===== src/rtl/arb_bus_if.sv =====
// Signal bundle between the sources/sink and arb_bus.
// The lock vector exists only when ARB_BUS_LOCK_EN is defined.
interface arb_bus_if #(
  parameter int WIDTH = 8,
  parameter int NSRC  = 6,
  parameter int SELW  = $clog2(NSRC)
);
  logic [NSRC-1:0]       req;
  logic [NSRC*WIDTH-1:0] data;
`ifdef ARB_BUS_LOCK_EN
  logic [NSRC-1:0]       lock;
`endif
  logic                  out_ready;
  logic [NSRC-1:0]       gnt;
  logic [WIDTH-1:0]      out;
  logic                  out_valid;
  logic [SELW-1:0]       out_src;

`ifdef ARB_BUS_LOCK_EN
  modport master (output req, data, lock, out_ready,
                  input  gnt, out, out_valid, out_src);
  modport slave  (input  req, data, lock, out_ready,
                  output gnt, out, out_valid, out_src);
`else
  modport master (output req, data, out_ready,
                  input  gnt, out, out_valid, out_src);
  modport slave  (input  req, data, out_ready,
                  output gnt, out, out_valid, out_src);
`endif
endinterface


===== src/rtl/arb_bus.sv =====
// Round-robin arbiter plus registered output bus with a valid/ready handshake.
// Defining ARB_BUS_LOCK_EN enables lock-based burst ownership by the last winner.
module arb_bus #(
  parameter int WIDTH = 8,
  parameter int NSRC  = 6,
  parameter int SELW  = $clog2(NSRC)
) (
  input logic      clk,
  input logic      rst,
  arb_bus_if.slave bus
);

  logic [WIDTH-1:0] r_out;
  logic             r_valid;
  logic [SELW-1:0]  r_src;
  logic [SELW-1:0]  r_ptr;
  logic [SELW-1:0]  r_last;

  logic             w_accept;
  logic             w_found;
  logic             w_locked;
  logic             w_fire;
  logic [SELW-1:0]  w_winner;
  logic [SELW-1:0]  w_ptr_nxt;
  logic [WIDTH-1:0] w_data;
  logic [NSRC-1:0]  w_lock;
  int               w_start;
  int               w_idx;

`ifdef ARB_BUS_LOCK_EN
  assign w_lock = bus.lock;
`else
  assign w_lock = '0;
`endif

  assign w_accept = !r_valid || bus.out_ready;

  // An out-of-range pointer restarts the scan at source 0.
  always_comb begin
    w_found  = 1'b0;
    w_locked = 1'b0;
    w_winner = '0;
    w_idx    = 0;
    w_start  = (int'(r_ptr) < NSRC) ? int'(r_ptr) : 0;
    if (int'(r_last) < NSRC && w_lock[r_last] && bus.req[r_last]) begin
      w_found  = 1'b1;
      w_locked = 1'b1;
      w_winner = r_last;
    end
    for (int k = 0; k < NSRC; k++) begin
      w_idx = w_start + k;
      if (w_idx >= NSRC) w_idx = w_idx - NSRC;
      if (!w_found && bus.req[w_idx[SELW-1:0]]) begin
        w_found  = 1'b1;
        w_winner = w_idx[SELW-1:0];
      end
    end
  end

  always_comb begin
    w_data = '0;
    for (int i = 0; i < NSRC; i++) begin
      if (w_winner == SELW'(i)) w_data = bus.data[i*WIDTH +: WIDTH];
    end
  end

  assign w_fire    = w_accept && w_found && !rst;
  assign w_ptr_nxt = (int'(w_winner) == NSRC - 1) ? '0 : w_winner + 1'b1;

  always_comb begin
    bus.gnt = '0;
    if (w_fire) bus.gnt = NSRC'(1) << w_winner;
  end

  // A locked repeat win keeps the pointer so round-robin resumes where it left off.
  always_ff @(posedge clk) begin
    if (rst) begin
      r_out   <= '0;
      r_valid <= 1'b0;
      r_src   <= '0;
      r_ptr   <= '0;
      r_last  <= '0;
    end else if (w_accept) begin
      if (w_found) begin
        r_out   <= w_data;
        r_valid <= 1'b1;
        r_src   <= w_winner;
        r_last  <= w_winner;
        if (!w_locked) r_ptr <= w_ptr_nxt;
      end else begin
        r_valid <= 1'b0;
      end
    end
  end

  assign bus.out       = r_out;
  assign bus.out_valid = r_valid;
  assign bus.out_src   = r_src;

endmodule

===== src/flat_wrapper.sv =====
// flat-port wrapper written by rule: the top's interface ports become plain ports
module arb_bus_flat 
#(
  parameter int WIDTH = 8,
  parameter int NSRC  = 6,
  parameter int SELW  = $clog2(NSRC)
)
  (clk, rst, bus_req, bus_data, bus_out_ready, bus_gnt, bus_out, bus_out_valid, bus_out_src);
  arb_bus_if #(.WIDTH(WIDTH), .NSRC(NSRC), .SELW(SELW)) bus_i ();
  input logic clk;
  input logic rst;
  input wire logic [$bits(bus_i.req)-1:0] bus_req;
  input wire logic [$bits(bus_i.data)-1:0] bus_data;
  input wire logic [$bits(bus_i.out_ready)-1:0] bus_out_ready;
  output wire logic [$bits(bus_i.gnt)-1:0] bus_gnt;
  output wire logic [$bits(bus_i.out)-1:0] bus_out;
  output wire logic [$bits(bus_i.out_valid)-1:0] bus_out_valid;
  output wire logic [$bits(bus_i.out_src)-1:0] bus_out_src;
  assign bus_i.req = bus_req;
  assign bus_i.data = bus_data;
  assign bus_i.out_ready = bus_out_ready;
  assign bus_gnt = bus_i.gnt;
  assign bus_out = bus_i.out;
  assign bus_out_valid = bus_i.out_valid;
  assign bus_out_src = bus_i.out_src;
  arb_bus #(.WIDTH(WIDTH), .NSRC(NSRC), .SELW(SELW)) u_core (.clk(clk), .rst(rst), .bus(bus_i));
endmodule

===== config.mk =====
export PLATFORM = sky130hd
export DESIGN_NAME = arb_bus_flat
export DESIGN_NICKNAME = d
export VERILOG_FILES = /design/src/rtl/arb_bus_if.sv /design/src/rtl/arb_bus.sv /design/src/flat_wrapper.sv
export SDC_FILE = /design/constraint.sdc
export NUM_CORES = 1
export LEC_CHECK = 0
export ABC_AREA = 1
export BUFFER_PORTS_ARGS = -buffer_cell sky130_fd_sc_hd__buf_4
export CORE_MARGIN = 8
export CORE_UTILIZATION = 54
export CTS_CLUSTER_SIZE = 8
export DETAILED_ROUTE_END_ITERATION = 16
export HOLD_SLACK_MARGIN = 0.02
export PLACE_DENSITY = 0.95
export REMOVE_ABC_BUFFERS = 1
export SYNTH_ARGS = -nofsm -noshare
export SYNTH_HDL_FRONTEND = slang
export SYNTH_SLANG_ARGS = --single-unit

===== constraint.sdc =====
create_clock -name clk -period 8.6 [get_ports clk]
set_input_delay 0.43 -clock clk [delete_from_list [all_inputs] [get_ports clk]]
set_output_delay 0.43 -clock clk [all_outputs]
set_load 0.01 [all_outputs]

==> impl_metrics.env, run 1 <==
export IMPL_fill_cells=313
export IMPL_power_density_nw_per_um2=482
export IMPL_grt_usage_pct=20.3
export IMPL_multi_input_area_sq_um=1430
export IMPL_viasPerCell=5.30
export IMPL_cts_buffers=3
export IMPL_worstPathMaxFanout=21
export IMPL_total_power_mw=1.25
export IMPL_syn_inst=365
export IMPL_fmax_mhz=211
export IMPL_drt_iter0_drc=221
export IMPL_synthDistinctLibCells=33
export IMPL_fin_setup_tns_ns=0
export IMPL_routed_wl_um=6380
export IMPL_antenna_found_initial=0
export IMPL_die_x_um=77
export IMPL_power_internal_mw=0.488
export IMPL_rsz0062_at_grt="no"
export IMPL_clock_latency_ns=0.25
export IMPL_critical_path_class="reg2out"
export IMPL_drcViolationCount=0
export IMPL_cts_tree="done"
export IMPL_yosysWarningCount=0
export IMPL_seqPwrFrac_pct=9.2
export IMPL_grt_pass1_vias=2413
export IMPL_syn_avg_cell_area_sq_um=5.51
export IMPL_drive_above_1_share_pct=25.1
export IMPL_final_common_cell="nand2_1"
export IMPL_io_buffers=74
export IMPL_hold_buffers=0
export IMPL_syn_to_final_growth_pct=29.0
export IMPL_finClkSkew_ns=0.0119
export IMPL_irDropWorstVdd_mv=0.284
export IMPL_synth_top_cell_by_area="nand2_1"
export IMPL_worst_pin_slew_ns=0.889
export IMPL_fin_hold_ws_ns=0.369
export IMPL_gp_congestion=0.950
export IMPL_arrival_ns=4.32
export IMPL_layout_common_cells="nand2_1, buf_4, nand3_1"
export IMPL_vias=2541
export IMPL_synthTopCellsByArea="nand2_1, dfxtp_1, nand3_1, inv_1, nor2_1"
export IMPL_worst_hold_path_type="in2reg"
export IMPL_htreeDepth=1
export IMPL_regArea_sq_um=300
export IMPL_synth_top_area_share_pct=22.6
export IMPL_overflow=0
export IMPL_dr_pass1_iters=5
export IMPL_combPwrFrac_pct=86.1
export IMPL_max_slew_margin_pct=40.7
export IMPL_finalMaxSlewViolations=0
export IMPL_status="finished clean"
export IMPL_path_clk_slew_ns=0.06
export IMPL_start_kind="register"
export IMPL_p_leak_nw=1.44
export IMPL_sw_frac_of_total_pct=61.0
export IMPL_wire_per_inst_um=13.3
export IMPL_hpwl_um=5170
export IMPL_dieHeight_um=77
export IMPL_cts_sinks=15
export IMPL_grt_max_degree=24
export IMPL_clkPwrFrac_pct=4.6
export IMPL_grt_pass1_wl_um=10300
export IMPL_finalHoldViolCount=0
export IMPL_fin_crit_sh_pct=55.2
export IMPL_initial_core_util_pct=55.3
export IMPL_r2r_slack_ns=4.40
export IMPL_cp_end_kind="output pin"
export IMPL_cts_root_buf="clkbuf_8"
export IMPL_required_ns=8.17
export IMPL_core_area_sq_um=3630
export IMPL_antennaDiodeCount=0
export IMPL_post_route_min_period_ns=4.75
export IMPL_final_setup_viol_count=0
export IMPL_dieArea_sq_um=5930
export IMPL_switchingPower_mw=0.762
export IMPL_ant_nets=0
export IMPL_num_rows=22
export IMPL_maxCapViolations=0
export IMPL_post_cts_resize_count=0
export IMPL_nets=496
export IMPL_io_pins=75
export IMPL_clk_path_buf_depth=2
export IMPL_synth_seq_area_share_pct=14.9
export IMPL_cts_setup_buffers=0
export IMPL_ys_ff_latch=15
export IMPL_netlist_area_sq_um=2010
==> power groups by stage <==
| stage | Combinational (mW) | Clock [mW] | Sequential, mW |
|---|---|---|---|
| 3_3_place_gp | 1.04 | 0 | 0.114 |
| 4_1_cts | 1.06 | 0.0581 | 0.115 |
| 3_5_place_dp | 1.05 | 0 | 0.116 |
| 2_1_floorplan | 0.797 | 0 | 0.122 |
| 6_report | 1.08 | 0.0580 | 0.115 |
| 5_1_grt | 1.21 | 0.0616 | 0.119 |
==> path summary, 6_finish.rpt <==
check	start	to	depth (start not counted)
hold reg to reg	u_core.bus.out_src[0]	u_core.bus.out_src[0]	2
hold / removal	rst	u_core.bus.out_src[0]	2
setup reg to reg	u_core.r_ptr[1]	u_core.bus.out[3]	20
setup / recovery	u_core.r_ptr[1]	bus_gnt[3]	18
==> cell type report <==
cell class | count | share of cell area [%]
Clock buffer | 4 | 1.74
Tap cell | 48 | 2.32
Timing Repair Buffer | 74 | 21.4
Inverter | 53 | 7.68
Sequential cell | 15 | 11.6
Multi-Input combinational cell | 285 | 55.2
==> synth_stat cells (all sizes together) <==
| library cell | number |
|---|---|
| clkinv | 1 |
| nand4 | 15 |
| o21ai | 18 |
| clkbuf | 3 |
| a31oi | 2 |
| nor4 | 1 |
| a21oi | 13 |
| nor3 | 2 |
| nor2 | 41 |
| nand3 | 53 |
| nand2 | 129 |
| buf | 9 |
| a22oi | 1 |
| inv | 52 |
| a211oi | 2 |
| o211ai | 1 |
| dfxtp | 15 |
| ha | 7 |
==> metal layers <==
| metal | global-route usage [%] | part of all wire (%) |
|---|---|---|
| met2 | 34.7 | 47 |
| met5 | 0 | 0 |
| met3 | 6.76 | 10 |
| met4 | 6.79 | 1.9 |
| met1 | 22.9 | 40 |
==> logic make-up after synthesis <==
family / synth area share (%)
simple gates: 56.7
fa+ha+maj: 4.36
flops: 14.9
buf+inv: 13.8
compound gates: 10.2
==> registers in the layout, summed over array words and instances, names as in the netlist <==
name,flops
u_core.bus.out_valid,1
u_core.bus.out,8
u_core.bus.out_src,3
u_core.r_ptr,3
==> worst max-delay path, stage by stage, from the launching register on <==
cell and delay [ns]:
dfxtp_1 0.43, ha_1 0.33, nor2_8 0.08, ha_1 0.40
inv_1 0.21, nand3_1 0.14, nand2_1 0.09, nand2_1 0.05
o21ai_0 0.14, inv_1 0.07, nand3_1 0.09, nand2_1 0.09
nand3_1 0.10, nor2_1 0.05, nor2_2 0.71, ha_1 0.46
clkinv_1 0.30, nor2_1 0.18, buf_4 0.14
==> through the flow <==
step	setup WS, ns	cells	area (sq um)	utilization [%]
finish	3.85	479	2590	71.3
global route	3.54	479	2590	71.3
CTS	3.92	479	2590	71.3
detailed placement	4.20	475	2550	70.1
global placement	4.36	475	2550	70.1
floorplan	4.81	353	1930	-
No activity file was read; power rests on OpenSTA's default activity.
==> run 2, diff against run 1 <==
--- a/config.mk
+++ b/config.mk
@@ -8,11 +8,11 @@
 export ABC_AREA = 1
 export BUFFER_PORTS_ARGS = -buffer_cell sky130_fd_sc_hd__buf_4
 export CORE_MARGIN = 8
-export CORE_UTILIZATION = 54
+export CORE_UTILIZATION = 50
 export CTS_CLUSTER_SIZE = 8
 export DETAILED_ROUTE_END_ITERATION = 16
 export HOLD_SLACK_MARGIN = 0.02
-export PLACE_DENSITY = 0.95
+export PLACE_DENSITY = 0.91
 export REMOVE_ABC_BUFFERS = 1
 export SYNTH_ARGS = -nofsm -noshare
 export SYNTH_HDL_FRONTEND = slang
==> constraint.sdc (replaced) <==
create_clock -name clk -period 4.75 [get_ports clk]
set_input_delay 0.2375 -clock clk [delete_from_list [all_inputs] [get_ports clk]]
set_output_delay 0.2375 -clock clk [all_outputs]
set_load 0.01 [all_outputs]
==> impl_metrics.env, run 2 (same netlist as run 1, synthesis figures left out) <==
export IMPL_status="finished clean"
export IMPL_drive_above_1_share_pct=25.5
export IMPL_grt_usage_pct=19.9
export IMPL_hpwl_um=5200
export IMPL_cts_sinks=15
export IMPL_critical_path_class="reg2out"
export IMPL_fmax_mhz=231
export IMPL_io_pins=75
export IMPL_worst_pin_slew_ns=0.704
export IMPL_final_common_cell="nand2_1"
export IMPL_r2r_slack_ns=0.78
export IMPL_antennaDiodeCount=0
export IMPL_maxCapViolations=0
export IMPL_placedCellCount=478
export IMPL_worstPathMaxFanout=21
export IMPL_final_setup_viol_count=0
export IMPL_stdcell_count=482
export IMPL_clk_path_buf_depth=2
export IMPL_post_route_min_period_ns=4.33
export IMPL_grt_pass1_vias=2526
export IMPL_fin_setup_tns_ns=0
export IMPL_cts_buffers=3
export IMPL_layout_common_cells="nand2_1, buf_4, nand3_1"
export IMPL_fill_cells=359
export IMPL_required_ns=4.51
export IMPL_power_density_nw_per_um2=879
export IMPL_dieArea_sq_um=6300
export IMPL_vias=2584
export IMPL_fin_crit_sh_pct=91.3
export IMPL_max_slew_margin_pct=52.9
export IMPL_dieHeight_um=79.4
export IMPL_largest_reg_flops=8
export IMPL_num_rows=23
export IMPL_hold_buffers=0
export IMPL_grt_max_degree=24
export IMPL_cts_tree="done"
export IMPL_rsz0062_at_grt="no"
export IMPL_path_clk_slew_ns=0.06
export IMPL_ant_nets=0
export IMPL_gp_congestion=0.928
export IMPL_grt_pass1_wl_um=10600
export IMPL_syn_to_final_growth_pct=29.8
export IMPL_wire_per_inst_um=13.3
export IMPL_p_leak_nw=1.45
export IMPL_worst_hold_path_type="in2reg"
export IMPL_postPlaceCellArea_sq_um=2560
export IMPL_cts_root_buf="clkbuf_8"
export IMPL_dr_pass1_iters=5
export IMPL_overflow=0
export IMPL_fin_util_pct=66.1
export IMPL_initial_core_util_pct=51.0
export IMPL_viasPerCell=5.36
export IMPL_start_kind="register"
export IMPL_routed_wl_um=6430
export IMPL_arrival_ns=4.10
export IMPL_drt_iter0_drc=166
export IMPL_clock_latency_ns=0.25
export IMPL_io_buffers=74
export IMPL_finalHoldViolCount=0
export IMPL_nets=497
export IMPL_drcViolationCount=0
export IMPL_irDropWorstVdd_mv=0.569
export IMPL_finalMaxSlewViolations=0
export IMPL_cp_end_kind="output pin"
export IMPL_antenna_found_initial=0
export IMPL_die_x_um=79.4
export IMPL_core_area_sq_um=3940
export IMPL_htreeDepth=1
export IMPL_finClkSkew_ns=0.00153
export IMPL_final_area_sq_um=2610
run 2: final cells by class:
cell class	count	area, sq um	area share (%)
Clock inverter	1	5.00	0.192
Sequential cell	15	300	11.5
Inverter	53	199	7.63
Clock buffer	3	41.3	1.58
Tap cell	50	62.6	2.40
Multi-Input combinational cell	285	1440	55.1
Timing Repair Buffer	75	563	21.6
run 2: worst paths after layout:
kind / start / to / cells after the start
worst max-delay path: u_core.r_ptr[1] / bus_gnt[3] / 18
worst min-delay path: rst / u_core.bus.out_src[0] / 2
worst max register to register: u_core.r_ptr[1] / u_core.bus.out[1] / 20
worst min register to register: u_core.bus.out_src[0] / u_core.bus.out_src[0] / 2
run 2: worst max-delay path, stage by stage (launching register included):
cell      delay [ns]
dfxtp_1         0.45
ha_1            0.33
nor2_8          0.08
ha_1            0.40
inv_1           0.22
nand3_1         0.14
nand2_1         0.09
nand2_1         0.05
o21ai_0         0.13
inv_1           0.07
nand3_1         0.09
nand2_1         0.10
nand3_1         0.09
nor2_1          0.07
nor2_4          0.45
ha_1            0.44
clkinv_1        0.30
nor2_1          0.18
buf_4           0.14
run 2: stage by stage:
stage | hold WS, ns | total power, mW | worst slack, ns
4_1_cts | 0.168 | 2.27 | 0.223
3_5_place_dp | 0.430 | 2.15 | 0.532
5_1_grt | 0.172 | 2.56 | 0.0524
6_report | 0.166 | 2.29 | 0.415
3_3_place_gp | 0.429 | 2.11 | 0.739
2_1_floorplan | 0.310 | 1.66 | 1.15
run 2: where the power goes:
part           internal [mW]  switching [mW]
registers              0.176          0.0311
logic                  0.666            1.31
clock network         0.0582          0.0490
run 2: repair_timing:
item	CTS	global route
setup endpoints to repair	0	1
setup buffers	0	0
gates resized for setup	0	1
run 2: metal layers:
metal / part of all wire, % / global-route usage (%)
met5: 0 / 0
met4: 2.2 / 8.15
met3: 11 / 6.87
met2: 48 / 35.0
met1: 39 / 21.2
